<file path="src/rtl/dice_display_scanner_pkg.sv">
// Shared constants for the dice display scanner: 7-segment codes {g,f,e,d,c,b,a}
// and the digit-phase encoding of the scan counter MSB.
package dice_disp_pkg;

  localparam logic [6:0] SEG_0     = 7'h3F;
  localparam logic [6:0] SEG_1     = 7'h06;
  localparam logic [6:0] SEG_2     = 7'h5B;
  localparam logic [6:0] SEG_3     = 7'h4F;
  localparam logic [6:0] SEG_4     = 7'h66;
  localparam logic [6:0] SEG_5     = 7'h6D;
  localparam logic [6:0] SEG_6     = 7'h7D;
  localparam logic [6:0] SEG_7     = 7'h07;
  localparam logic [6:0] SEG_8     = 7'h7F;
  localparam logic [6:0] SEG_9     = 7'h6F;
  localparam logic [6:0] SEG_E     = 7'h79;
  localparam logic [6:0] SEG_BLANK = 7'h00;

  localparam logic PHASE_UNITS = 1'b0;
  localparam logic PHASE_TENS  = 1'b1;

endpackage

</file>
<file path="src/rtl/dice_display_scanner_if.sv">
// Control/data bundle between the dice counter side and the display scanner.
// The master drives digits and controls; the slave (scanner) drives the pins.
interface dice_display_scanner_if;
  logic       tick;
  logic       load;
  logic [3:0] digit1;
  logic [3:0] digit10;
  logic       hold;
  logic [2:0] brightness;
  logic       seg_pol;
  logic       com_pol;
  logic [7:0] seg_out;
  logic       com1;
  logic       com10;
  logic       active;

  modport master (
    output tick, load, digit1, digit10, hold, brightness, seg_pol, com_pol,
    input  seg_out, com1, com10, active
  );

  modport slave (
    input  tick, load, digit1, digit10, hold, brightness, seg_pol, com_pol,
    output seg_out, com1, com10, active
  );
endinterface

</file>
<file path="src/rtl/dice_display_scanner_decode.sv">
// BCD to 7-segment decoder; non-decimal codes show 'E'.
module seg7_bcd_decode
  import dice_disp_pkg::*;
(
  input  logic [3:0] bcd_i,
  output logic [6:0] seg_o
);

  always_comb begin
    seg_o = SEG_E;
    unique case (bcd_i)
      4'd0:    seg_o = SEG_0;
      4'd1:    seg_o = SEG_1;
      4'd2:    seg_o = SEG_2;
      4'd3:    seg_o = SEG_3;
      4'd4:    seg_o = SEG_4;
      4'd5:    seg_o = SEG_5;
      4'd6:    seg_o = SEG_6;
      4'd7:    seg_o = SEG_7;
      4'd8:    seg_o = SEG_8;
      4'd9:    seg_o = SEG_9;
      default: seg_o = SEG_E;
    endcase
  end

endmodule

</file>
<file path="src/rtl/dice_display_scanner.sv">
// Two-digit multiplexed 7-segment scanner with display timeout, leading-zero
// suppression, per-phase dead time, 8-level brightness and selectable polarity.
module dice_display_scanner
  import dice_disp_pkg::*;
#(
  parameter int unsigned SCAN_DIV_W  = 4,
  parameter int unsigned DEAD_CYCLES = 2,
  parameter int unsigned TIMEOUT_W   = 8
) (
  input logic                  clk,
  input logic                  rst,
  dice_display_scanner_if.slave bus
);

  localparam logic [SCAN_DIV_W-1:0] DEAD_POS = DEAD_CYCLES[SCAN_DIV_W-1:0];

  logic [3:0]            d1_q, d1_d;
  logic [3:0]            d10_q, d10_d;
  logic [TIMEOUT_W-1:0]  timeout_q, timeout_d;
  logic [SCAN_DIV_W:0]   scan_q, scan_d;
  logic [6:0]            seg_q, seg_d;
  logic                  com1_q, com1_d;
  logic                  com10_q, com10_d;

  logic                  phase;
  logic [SCAN_DIV_W-1:0] pos;
  logic [2:0]            pos_level;
  logic                  lit;
  logic [3:0]            cur_digit;
  logic [6:0]            cur_seg;

  assign phase     = scan_q[SCAN_DIV_W];
  assign pos       = scan_q[SCAN_DIV_W-1:0];
  assign pos_level = pos[SCAN_DIV_W-1 -: 3];
  assign cur_digit = (phase == PHASE_TENS) ? d10_q : d1_q;

  seg7_bcd_decode u_decode (
    .bcd_i (cur_digit),
    .seg_o (cur_seg)
  );

  // Brightness gates on the top three bits of the in-phase position, so each
  // level adds one eighth of the phase to the on-window.
  always_comb begin
    lit = (timeout_q != '0) && !bus.hold && (pos >= DEAD_POS) &&
          (pos_level <= bus.brightness) && (bus.brightness != 3'd0) &&
          ((phase == PHASE_UNITS) || (d10_q != 4'd0));
  end

  always_comb begin
    d1_d      = d1_q;
    d10_d     = d10_q;
    timeout_d = timeout_q;
    scan_d    = scan_q + 1'b1;
    if (bus.load) begin
      d1_d  = bus.digit1;
      d10_d = bus.digit10;
    end
    if (bus.load || bus.hold) begin
      timeout_d = '1;
    end else if (bus.tick && (timeout_q != '0)) begin
      timeout_d = timeout_q - 1'b1;
    end
    seg_d   = lit ? cur_seg : SEG_BLANK;
    com1_d  = lit && (phase == PHASE_UNITS);
    com10_d = lit && (phase == PHASE_TENS);
  end

  always_ff @(posedge clk) begin
    if (rst) begin
      d1_q      <= '0;
      d10_q     <= '0;
      timeout_q <= '0;
      scan_q    <= '0;
      seg_q     <= '0;
      com1_q    <= 1'b0;
      com10_q   <= 1'b0;
    end else begin
      d1_q      <= d1_d;
      d10_q     <= d10_d;
      timeout_q <= timeout_d;
      scan_q    <= scan_d;
      seg_q     <= seg_d;
      com1_q    <= com1_d;
      com10_q   <= com10_d;
    end
  end

  assign bus.seg_out = bus.seg_pol ? {1'b0, seg_q} : ~{1'b0, seg_q};
  assign bus.com1    = bus.com_pol ? com1_q : ~com1_q;
  assign bus.com10   = bus.com_pol ? com10_q : ~com10_q;
  assign bus.active  = (timeout_q != '0);

endmodule

</file>
<file path="src/flat_wrapper.sv">
// flat-port wrapper written by rule: the top's interface ports become plain ports
module dice_display_scanner_flat import dice_disp_pkg::*;
#(
  parameter int unsigned SCAN_DIV_W  = 4,
  parameter int unsigned DEAD_CYCLES = 2,
  parameter int unsigned TIMEOUT_W   = 8
)
  (clk, rst, bus_tick, bus_load, bus_digit1, bus_digit10, bus_hold, bus_brightness, bus_seg_pol, bus_com_pol, bus_seg_out, bus_com1, bus_com10, bus_active);
  dice_display_scanner_if bus_i ();
  input logic clk;
  input logic rst;
  input wire logic [$bits(bus_i.tick)-1:0] bus_tick;
  input wire logic [$bits(bus_i.load)-1:0] bus_load;
  input wire logic [$bits(bus_i.digit1)-1:0] bus_digit1;
  input wire logic [$bits(bus_i.digit10)-1:0] bus_digit10;
  input wire logic [$bits(bus_i.hold)-1:0] bus_hold;
  input wire logic [$bits(bus_i.brightness)-1:0] bus_brightness;
  input wire logic [$bits(bus_i.seg_pol)-1:0] bus_seg_pol;
  input wire logic [$bits(bus_i.com_pol)-1:0] bus_com_pol;
  output wire logic [$bits(bus_i.seg_out)-1:0] bus_seg_out;
  output wire logic [$bits(bus_i.com1)-1:0] bus_com1;
  output wire logic [$bits(bus_i.com10)-1:0] bus_com10;
  output wire logic [$bits(bus_i.active)-1:0] bus_active;
  assign bus_i.tick = bus_tick;
  assign bus_i.load = bus_load;
  assign bus_i.digit1 = bus_digit1;
  assign bus_i.digit10 = bus_digit10;
  assign bus_i.hold = bus_hold;
  assign bus_i.brightness = bus_brightness;
  assign bus_i.seg_pol = bus_seg_pol;
  assign bus_i.com_pol = bus_com_pol;
  assign bus_seg_out = bus_i.seg_out;
  assign bus_com1 = bus_i.com1;
  assign bus_com10 = bus_i.com10;
  assign bus_active = bus_i.active;
  dice_display_scanner #(.SCAN_DIV_W(SCAN_DIV_W), .DEAD_CYCLES(DEAD_CYCLES), .TIMEOUT_W(TIMEOUT_W)) u_core (.clk(clk), .rst(rst), .bus(bus_i));
endmodule
</file>
<file path="config.mk">
export PLATFORM = sky130hd
export DESIGN_NAME = dice_display_scanner_flat
export DESIGN_NICKNAME = d
export VERILOG_FILES = /design/src/rtl/dice_display_scanner_pkg.sv /design/src/rtl/dice_display_scanner_if.sv /design/src/rtl/dice_display_scanner_decode.sv /design/src/rtl/dice_display_scanner.sv /design/src/flat_wrapper.sv
export SDC_FILE = /design/constraint.sdc
export NUM_CORES = 1
export LEC_CHECK = 0
export CAP_MARGIN = 20
export CORE_MARGIN = 2
export CORE_UTILIZATION = 40
export DETAILED_ROUTE_END_ITERATION = 7
export GPL_TIMING_DRIVEN = 0
export HOLD_SLACK_MARGIN = 0.08
export PLACE_DENSITY_LB_ADDON = 0.08
export SYNTH_ARGS = -nofsm -noshare
export SYNTH_HDL_FRONTEND = slang
export SYNTH_SLANG_ARGS = --single-unit
</file>
<file path="constraint.sdc">
create_clock -name clk -period 3.44 [get_ports clk]
set_input_delay 0.688 -clock clk [delete_from_list [all_inputs] [get_ports clk]]
set_output_delay 0.688 -clock clk [all_outputs]
set_load 0.02 [all_outputs]
</file>
After elaboration in Yosys (flattened, before gate mapping)
Memory sizes are Yosys's and may differ from the RTL's. A register that Yosys moved wholly into a read port is not among the register bits.
Cells that the tools add are included.
Widths: inputs -> output; s select.

word-level totals
  bits in registers = 23
  bits in read-only memories = 112
  memories = 1

cells by class
  add/sub/neg operators = 2
  magnitude comparators = 2
  muxes and demuxes = 6
  bitwise operators = 5
  reduce and logical (&&, ||, !) cells = 16

memories
  memory           words  bits a word  read ports  clocked after memory_dff  write ports  line                               RTL
  (no name shown)  16     7            1           1                         0            dice_display_scanner_decode.sv:11  unique case (bcd_i)

operators with widths
  kind                 number
  $mux 8               3
  $logic_and 1x1->1    8
  $not 7->8            1
  $reduce_bool 8->1    1
  $sub 8x1->8 const B  1
  $add 5x1->5 const B  1
  $ge 4x2->1 const B   1
  $mux 4               1
  $not 1->1            4
  $reduce_bool 4->1    1
  $le 3x3->1           1
  $reduce_bool 3->1    1
  $logic_or 1x1->1     2
  $mux 1               2
  $reduce_bool 2->1    1
  $reduce_or 2->1      1
  $logic_not 1->1      1

Longest topological paths before layout
Gate-level depths: netlist of run 1.

  depth in word-level cells = 8
  gate-level depth with buffers = 7
  depth with buffers taken out = 6

Cells and area by module
From an unflattened synthesis of run 1, not the netlist that was laid out.

unflattened totals
  cells, all modules = 171
  area total of the unflattened synthesis = 1586.5 um^2

by module, submodules not included
  module                instances  cells an instance  area each (um^2)
  dice_display_scanner  1          145                1396.3
  seg7_bcd_decode       1          26                 190.2

Worst setup path before layout of run 1
No wires, ideal clock.

  kind = input -> output
  start = input bus_seg_pol
  end = output bus_seg_out[1]
  data arrival time = 1.345 ns
  data required time = 2.752 ns
  setup slack = 1.407 ns
  stages on the path = 2
  path through = clkbuf_1 xnor2_1

on the way
  cells in the longest elaborated chain, start to end = 1

RTL lines
  what         line                        RTL
  from (decl)  flat_wrapper.sv:18          input wire logic [$bits(bus_i.seg_pol)-1:0] bus_seg_pol;
  $mux 8       dice_display_scanner.sv:89  assign bus.seg_out = bus.seg_pol ? {1'b0, seg_q} : ~{1'b0, seg_q};
  to (decl)    flat_wrapper.sv:20          output wire logic [$bits(bus_i.seg_out)-1:0] bus_seg_out;

Every way passes these cells.

Worst setup path in the final report of run 1
  start = register u_core.timeout_q[0]
  end = output bus_active

on the way
  cells in the longest elaborated chain, start to end = 1

RTL lines
  what                    line                        RTL
  from (decl)             dice_display_scanner.sv:19  logic [TIMEOUT_W-1:0] timeout_q, timeout_d;
  from (signal assigned)  dice_display_scanner.sv:81  timeout_q <= timeout_d;
  $reduce_bool 8->1       dice_display_scanner.sv:92  assign bus.active = (timeout_q != '0);
  to (decl)               flat_wrapper.sv:23          output wire logic [$bits(bus_i.active)-1:0] bus_active;

Every way passes these cells.

==> results of run 1 <==
## Yosys cell counts (all sizes together) (3+ instances only)
library cell | number | area, um^2
dfxtp | 30 | 601
nor2 | 17 | 63.8
xnor2 | 14 | 123
ha | 13 | 163
mux2i | 13 | 130
a21oi | 12 | 60.1
inv | 11 | 41.3
nor3 | 11 | 55.1
o21ai | 8 | 40.0
a211oi | 6 | 45.0
clkbuf | 5 | 18.8
nor4 | 4 | 25.0
nand2 | 3 | 11.3
nand3 | 3 | 15.0
or4 | 3 | 22.5
## worst max-delay path, cell delays in order, from the launching register on
cell             delay [ns]
dfxtp_1                0.31
inv_1                  0.11
ha_1                   0.18
nor3b_1                0.57
nand2_1                0.15
clkdlybuf4s50_1        0.58
## where the power goes
group	internal [uW]	switching (uW)
clock network	213	132
registers	369	17.5
logic	79.5	76.1
total	661	225
## metrics by stage
stage | setup slack (ns) | hold slack [ns] | utilization
final | 0.566 | 0.446 | 0.533
after global routing | 0.394 | 0.479 | 0.533
after CTS | 0.561 | 0.451 | 0.533
after detailed placement | 0.771 | 0.437 | 0.504
after global placement | 0.819 | 0.430 | 0.504
after floorplan | 1.41 | 0.414 | -
## flip-flops by register name, summed over array words and instances, names as in the netlist
signal	count
u_core.timeout_q	8
u_core.seg_q	7
u_core.scan_q	5
u_core.d10_q	4
u_core.d1_q	4
u_core.com10_q	1
u_core.com1_q	1
## final cells by class
| type | count | area (um^2) |
|---|---|---|
| buffer | 6 | 23.8 |
| sequential | 30 | 601 |
| fill | 353 | 1720 |
| clock buffer | 5 | 68.8 |
| clock inverter | 3 | 40.0 |
| tap | 48 | 60.1 |
| inverter | 11 | 41.3 |
| multi-input combinational | 120 | 872 |
| timing repair buffer | 26 | 260 |
## layout by cell type (no fill, tap or decap)
cell / n
dfxtp_1: 30
clkdlybuf4s50_1: 26
nor2_1: 17
xnor2_1: 14
mux2i_1: 13
ha_1: 13
a21oi_1: 12
inv_1: 11
nor3_1: 11
a211oi_1: 6
clkbuf_1: 5
o21ai_1: 5
clkbuf_8: 5
nor4_1: 4
nand2_1: 3
nand3_1: 3
or4_1: 3
o21ai_0: 3
xor2_1: 2
mux2_1: 2
clkinv_2: 2
buf_2: 1
nor3b_1: 1
or4b_4: 1
or4b_1: 1
or3b_2: 1
nor4bb_1: 1
o21a_1: 1
nand2b_1: 1
a31o_2: 1
a31oi_1: 1
bufinv_16: 1
## cell families after synthesis
family | count (synthesis) | share of synthesized area
compound gates | 29 | 0.109
simple gates | 47 | 0.162
flops | 30 | 0.391
buf+inv | 17 | 0.0423
xor+xnor | 16 | 0.0911
mux | 15 | 0.0993
fa+ha+maj | 13 | 0.106
## how the worst max path moves through the flow
stage                     cells past startpoint  slack, ns             end
after floorplan                               2       1.41  bus_seg_out[1]
after global placement                        3       0.82        bus_com1
after detailed placement                      3       0.77        bus_com1
after CTS                                     5       0.56      bus_active
after global routing                          5       0.39      bus_active
final                                         5       0.57      bus_active
## metal layers
layer / vias to the layer above / share of wire / wire length, um / global-route usage
met5: - / 0 / 0 / 0
met4: 0 / 0.021 / 59 / 0.0689
met3: 6 / 0.049 / 139 / 0.0511
met2: 23 / 0.45 / 1280 / 0.250
met1: 539 / 0.48 / 1360 / 0.175
li1: 646 / - / - / -
==> flow_summary.yaml, run 1 <==
run_status:
  status: "finished, final reports clean"
route:
  drtAntennaViolNets: 0
  finalWirelength_mm: 2.84
  drtIter0Drc: 26
  vias: 1214
  wire_per_inst_um: 11.4
  remaining_drc_errors: 0
  via_per_inst: 4.88
  dr.pass1.iters: 4
synth:
  ys_warn_count: 0
  async_flop_share: 0
  synth_seq_cells: 30
  synth_nets: 198
  ys.flop_type: "dfxtp_1"
  synth.distinct_cells: 28
  syn_inst: 167
  syn_area_per_cell_um2: 9.21
  synth_edf_count: 0
  syn_area_um2: 1540
  ys_seq_area_frac: 0.391
timing:
  relSlewSlack: 0.555
  finalCritPeriodShare: 0.835
  slew_violations: 0
  tns_ns: 0
  rsz0062_at_grt: "false"
  hold_viol_final: 0
  tightestPinTransition_ns: 0.666
  fmax_mhz: 348
  post-route-min-period_ns: 2.87
  clock_skew_ns: 0.00876
  setup-violations-final: 0
power_and_ir_drop:
  ir_drop_v: 0.000208
  power_uw: 886
  p_per_area_nw_per_um2: 450
  leakage_uw: 0.000787
floorplanning:
  ioPinCount: 29
  rows: 22
  die_w_um: 66
  die_y_um: 66
  start_util: 0.417
  dieArea_um2: 4360
  core_area_um2: 3690
cells_and_area:
  layout-drive-gt1-share: 0.0597
  nNetsFinal: 231
  syn_to_final_growth_pct: 27.9
  insertedDiodeCount: 0
  final_design_area_no_fill_um2: 1970
  final_cells: 249
setup_path:
  end_kind: "output pin"
  r2r_start: "u_core.timeout_q[0]$_SDFFE_PP0P_"
  r2r_cells: 6
  cp_max_fo: 6
  r2r-end: "u_core.seg_q[0]$_SDFF_PP0_"
  critical_path_class: "reg2out"
  critPathArrivalTime_ns: 2.19
  cp-start-kind: "register"
  critical_path_required_ns: 2.75
  startpoint: "u_core.timeout_q[0]$_SDFFE_PP0P_"
  rrSetupSlack_ns: 1.50
cts:
  cts_sinks: 30
  cts_resized: 0
  cts_root_buffer: "clkbuf_8"
  cts_hold_buffers: 0
  clock_latency_ns: 0.29
  clockBufferDepth: 2
  htreeDepth: 2
  cts.clk_slew.worst_paths_ns: 0.07
  cts_buffers: 5
  cts_tree: "built"
  postCtsSetupBuffers: 0
worst_hold_path:
  worst_hold_path.endpoint: "u_core.scan_q[0]$_SDFF_PP0_"
  worstHoldStart: "u_core.scan_q[0]$_SDFF_PP0_"
  min_path_type: "reg2reg"
  whs_path_depth: 1
global_routing:
  groute.usage.overall: 0.151
  grt-ovfl-total: 0
  grt_pass1_vias: 1189
  antenna_found_initial: 0
  grt_max_degree: 11
  grt_pass1_wl_mm: 4.97
place:
  place_congestion: 0.829
  post-dp-hpwl_mm: 2.22
  dpl.cell_count: 241
  place_area_um2: 1860
  io_buffers: 26
flow_run:
  max_cap_viol_count: 0
No activity file was read; power rests on OpenSTA's default activity.
==> run 2: changes to the inputs <==
Clock period 3.44 ns to 2.3 ns, I/O delays scaled along.
==> run 2 against run 1 <==
Against the previous run:
- total power increased by 50%
- clock power grew 50%
- final cell count stayed put
- global-route usage decreased by 0.11 points
- routed wire length is 0.56% lower
==> flow_summary.yaml, run 2 (synthesis results as in run 1) <==
route:
  wire_per_inst_um: 11.3
  routed.top_layer: "met4"
  wl_met2_mm: 1.27
  remaining_drc_errors: 0
  drtIter0Drc: 29
  vias: 1211
  dr_wl_met3_um: 139
  wl_met1_mm: 1.35
  dr.pass1.iters: 4
  drtAntennaViolNets: 0
  via_per_inst: 4.86
  finalWirelength_mm: 2.82
cells_and_area:
  nNetsFinal: 231
  final_cell_mix: "dfxtp_1, clkdlybuf4s50_1, nor2_1, xnor2_1"
  insertedDiodeCount: 0
  largest_reg_flops: 8
  syn_to_final_growth_pct: 28.6
  regMostFlops: "u_core.timeout_q"
  final_design_area_no_fill_um2: 1980
  reg_top3: "u_core.timeout_q x8, u_core.seg_q x7, u_core.scan_q x5"
  final_common_cell: "dfxtp_1"
  layout-drive-gt1-share: 0.0647
floorplanning:
  core_area_um2: 3690
  ioPinCount: 29
  die_w_um: 66
  start_util: 0.417
  rows: 22
  die_y_um: 66
  dieArea_um2: 4360
global_routing:
  antenna_found_initial: 0
  grt_pass1_wl_mm: 4.93
  groute.usage.overall: 0.150
  grt_pass1_vias: 1178
  grt_max_degree: 11
  grt-ovfl-total: 0
power_and_ir_drop:
  p_int_uw: 990
  p_comb_frac: 0.177
  ir_drop_v: 0.000311
  switching_power_uw: 337
  p_seq_frac: 0.436
  p_per_area_nw_per_um2: 671
  p_clk_frac: 0.388
  leakage_uw: 0.000789
  p_sw_frac: 0.254
timing:
  tightestPinTransition_ns: 0.614
  slew_violations: 0
  setup_slack_ns: 0.0976
  rsz0062_at_grt: "false"
  fmax_mhz: 454
  post-route-min-period_ns: 2.20
  clock_skew_ns: 0.00818
  finalCritPeriodShare: 0.958
  hold_viol_final: 0
  setup-violations-final: 0
  relSlewSlack: 0.590
cts:
  clock_latency_ns: 0.28
  htreeDepth: 2
  cts_sinks: 30
  cts_hold_buffers: 0
  cts_tree: "built"
  clockBufferDepth: 2
  cts_root_buffer: "clkbuf_8"
  cts_buffers: 5
  postCtsSetupBuffers: 0
  cts.clk_slew.worst_paths_ns: 0.06
place:
  io_buffers: 26
  place_congestion: 0.829
  place_area_um2: 1860
  dp_slack_ns: -0.0236
  post-dp-hpwl_mm: 2.22
setup_path:
  critical_path_required_ns: 1.84
  path_common_cell: "clkdlybuf4s50_1"
  cp_num_cells: 3
  cp_max_fo: 2
  cpPeakStageDelay_ns: 0.62
  path_buf_inv: 2
  cp_cell_sequence: "clkdlybuf4s50_1 > xnor2_1 > clkdlybuf4s50_1"
  r2r_start: "u_core.scan_q[4]$_SDFF_PP0_"
  startpoint: "bus_com_pol"
  critical_path_class: "in2out"
  cp_slowest_cell: "clkdlybuf4s50_1"
  rrSetupSlack_ns: 0.39
  r2r-end: "u_core.seg_q[4]$_SDFF_PP0_"
  r2r_cells: 7
  critPathArrivalTime_ns: 1.74
  endpoint: "bus_com1"
  cp-start-kind: "primary input"
  path_delay_family: "buffers and inverters"
  end_kind: "output pin"
flow_run:
  max_cap_viol_count: 0
worst_hold_path:
  min_path_type: "reg2reg"
run_status:
  status: "finished, final reports clean"
[run 2: worst min-delay path by stage]
stage | to | slack (ns) | from | depth (start not counted)
final | u_core.scan_q[0]$_SDFF_PP0_ | 0.45 | u_core.scan_q[0]$_SDFF_PP0_ | 1
after global routing | u_core.scan_q[0]$_SDFF_PP0_ | 0.48 | u_core.scan_q[0]$_SDFF_PP0_ | 1
after CTS | u_core.scan_q[0]$_SDFF_PP0_ | 0.45 | u_core.scan_q[0]$_SDFF_PP0_ | 1
after detailed placement | u_core.scan_q[0]$_SDFF_PP0_ | 0.44 | u_core.scan_q[0]$_SDFF_PP0_ | 1
after global placement | u_core.scan_q[0]$_SDFF_PP0_ | 0.43 | u_core.scan_q[0]$_SDFF_PP0_ | 1
after floorplan | u_core.scan_q[0]$_SDFF_PP0_ | 0.41 | u_core.scan_q[0]$_SDFF_PP0_ | 1
[run 2: area by class of cell]
class                   count  area (um^2)
repair buffers             26          259
clock buffers               5         68.8
plain buffers               6         23.8
inverters                  11         41.3
fillers                   355         1710
well taps                  48         60.1
flip-flops and latches     30          601
multi-input cells         120          883
clock inverters             3         40.0
[run 2: worst reg2reg max path: cells and delay by family (launching register included)]
kind / cells / cell delay [ns]
mux: 1 / 0.53
buf+inv: 2 / 0.36
compound gates: 2 / 0.33
flops: 1 / 0.30
fa+ha+maj: 1 / 0.22
simple gates: 1 / 0.04
[run 2: per-layer routing]
layer	GRT usage	vias to the layer above
li1	-	647
met2	0.247	23
met3	0.0511	6
met5	0	-
met1	0.174	535
met4	0.0689	0
[run 2: timing repair]
action                                 in CTS  in global routing
resized for setup                           3                  0
setup endpoints to repair                   1                  0
endpoints found under the hold margin       0                  0
[run 2: power groups by stage]
stage	registers (uW)	clock network, uW	logic, uW
after floorplan	582	0	150
after global placement	588	0	228
after detailed placement	589	0	234
after CTS	579	530	237
after global routing	584	557	262
final	578	515	234
[run 2: metrics by stage]
step | util | hold WS [ns] | TNS [ns] | power [uW] | instances
floorplan | - | 0.414 | 0 | 732 | 167
global placement | 0.504 | 0.430 | -0.00115 | 815 | 241
detailed placement | 0.504 | 0.437 | -0.0236 | 823 | 241
CTS | 0.536 | 0.451 | 0 | 1350 | 249
global route | 0.536 | 0.479 | 0 | 1400 | 249
finish | 0.536 | 0.446 | 0 | 1330 | 249
==> run 3: changes to the inputs <==
Settings changed: CTS_CLUSTER_DIAMETER from default to 30, CTS_CLUSTER_SIZE from default to 28, SKIP_CTS_REPAIR_TIMING from default to 1.
==> run 3 against run 2 <==
Against the previous run:
- register-to-register slack barely moved
- worst hold slack unchanged
- fmax is the same
- sequential share of layout area down 0.17 points
- die area did not move
- first-iteration DRC count down 10%
- final cell count increased by 0.40%
- clock skew about the same
- via count grew 0.41%
==> flow_summary.yaml, run 3 (synthesis results as in run 1) <==
run_status:
  status: "finished, final reports clean"
power_and_ir_drop:
  p_per_area_nw_per_um2: 669
  power_uw: 1330
  ir_drop_v: 0.000311
  leakage_uw: 0.000796
route:
  wire_per_inst_um: 11.3
  drtIter0Drc: 26
  vias: 1216
  dr.pass1.iters: 4
  finalWirelength_mm: 2.83
  drtAntennaViolNets: 0
  remaining_drc_errors: 0
  via_per_inst: 4.86
cts:
  clock_latency_ns: 0.29
  cts_buffers: 5
  cts_tree: "built"
  clockBufferDepth: 2
  cts_sinks: 30
  htreeDepth: 2
  cts_root_buffer: "clkbuf_8"
  cts.clk_slew.worst_paths_ns: 0.06
global_routing:
  antenna_found_initial: 0
  grt_pass1_vias: 1189
  grt-ovfl-total: 0
  groute.usage.overall: 0.151
  grt_pass1_wl_mm: 4.97
  grt_max_degree: 11
setup_path:
  path_buf_inv: 2
  cp_max_fo: 2
  path_delay_family: "buffers and inverters"
  path_common_cell: "clkdlybuf4s50_1"
  cp-start-kind: "primary input"
  cp_slowest_cell: "clkdlybuf4s50_1"
  cp_cell_sequence: "clkdlybuf4s50_1 > xnor2_1 > clkdlybuf4s50_1"
  critical_path_required_ns: 1.84
  cpPeakStageDelay_ns: 0.62
  critPathArrivalTime_ns: 1.74
  critical_path_class: "in2out"
  end_kind: "output pin"
timing:
  post-route-min-period_ns: 2.20
  relSlewSlack: 0.590
  fmax_mhz: 454
  hold_slack_ns: 0.446
  setup_slack_ns: 0.0976
  slew_violations: 0
  finalCritPeriodShare: 0.958
  tightestPinTransition_ns: 0.614
  clock_skew_ns: 0.00842
  rsz0062_at_grt: "false"
  setup-violations-final: 0
  hold_viol_final: 0
floorplanning:
  ioPinCount: 29
  core_area_um2: 3690
  rows: 22
  dieArea_um2: 4360
  start_util: 0.417
  die_w_um: 66
  die_y_um: 66
cells_and_area:
  insertedDiodeCount: 0
  regMostFlops: "u_core.timeout_q"
  layout-drive-gt1-share: 0.0693
  final_common_cell: "dfxtp_1"
  final_cell_mix: "dfxtp_1, clkdlybuf4s50_1, nor2_1, xnor2_1"
  reg_top3: "u_core.timeout_q x8, u_core.seg_q x7, u_core.scan_q x5"
  syn_to_final_growth_pct: 29.3
  fillers: 353
  largest_reg_flops: 8
  nNetsFinal: 232
place:
  place_congestion: 0.829
  io_buffers: 26
  post-dp-hpwl_mm: 2.22
  dp_slack_ns: -0.0236
flow_run:
  max_cap_viol_count: 0
worst_hold_path:
  min_path_type: "reg2reg"
-- run 3: changes by cell type in the layout (fill, tap and decap cells not counted), sizes merged --
cell	before	now
buf	1	2
dlygate4sd2	1	0
dlymetal6s2s	0	1
-- run 3: path summary, 6_finish.rpt --
check	start	end	slack (ns)	cells past startpoint
max	bus_com_pol	bus_com1	0.1	3
max reg2reg	u_core.scan_q[4]$_SDFF_PP0_	u_core.seg_q[4]$_SDFF_PP0_	0.39	7
min	u_core.scan_q[0]$_SDFF_PP0_	u_core.scan_q[0]$_SDFF_PP0_	0.45	1
min reg2reg	u_core.scan_q[0]$_SDFF_PP0_	u_core.scan_q[0]$_SDFF_PP0_	0.45	1
-- run 3: area by class of cell --
class,count,area (um^2),share of cell area
multi-input cells,120,883,0.444
flip-flops and latches,30,601,0.302
repair buffers,27,270,0.136
clock buffers,5,68.8,0.0346
well taps,48,60.1,0.0302
inverters,11,41.3,0.0208
clock inverters,3,40.0,0.0201
plain buffers,6,23.8,0.0120
-- run 3: power breakdown --
part	switching [uW]	internal [uW]	total, uW
clock	197	318	515
sequential	27.3	551	579
combinational	114	121	236
-- run 3: routing by layer --
layer	wire, um	vias up	share of wire	global-route usage
met3	139	6	0.049	0.0511
met5	0	-	0	0
met4	59	0	0.021	0.0689
met2	1280	23	0.45	0.250
met1	1350	539	0.48	0.175
li1	-	648	-	-
-- run 3: stage by stage --
step | utilization | cell area [um^2] | TNS, ns | cells
2_1_floorplan | - | 1540 | 0 | 167
3_5_place_dp | 0.504 | 1860 | -0.0236 | 241
4_1_cts | 0.533 | 1970 | -0.351 | 249
3_3_place_gp | 0.504 | 1860 | -0.00115 | 241
5_1_grt | 0.539 | 1990 | 0 | 250
6_report | 0.539 | 1990 | 0 | 250
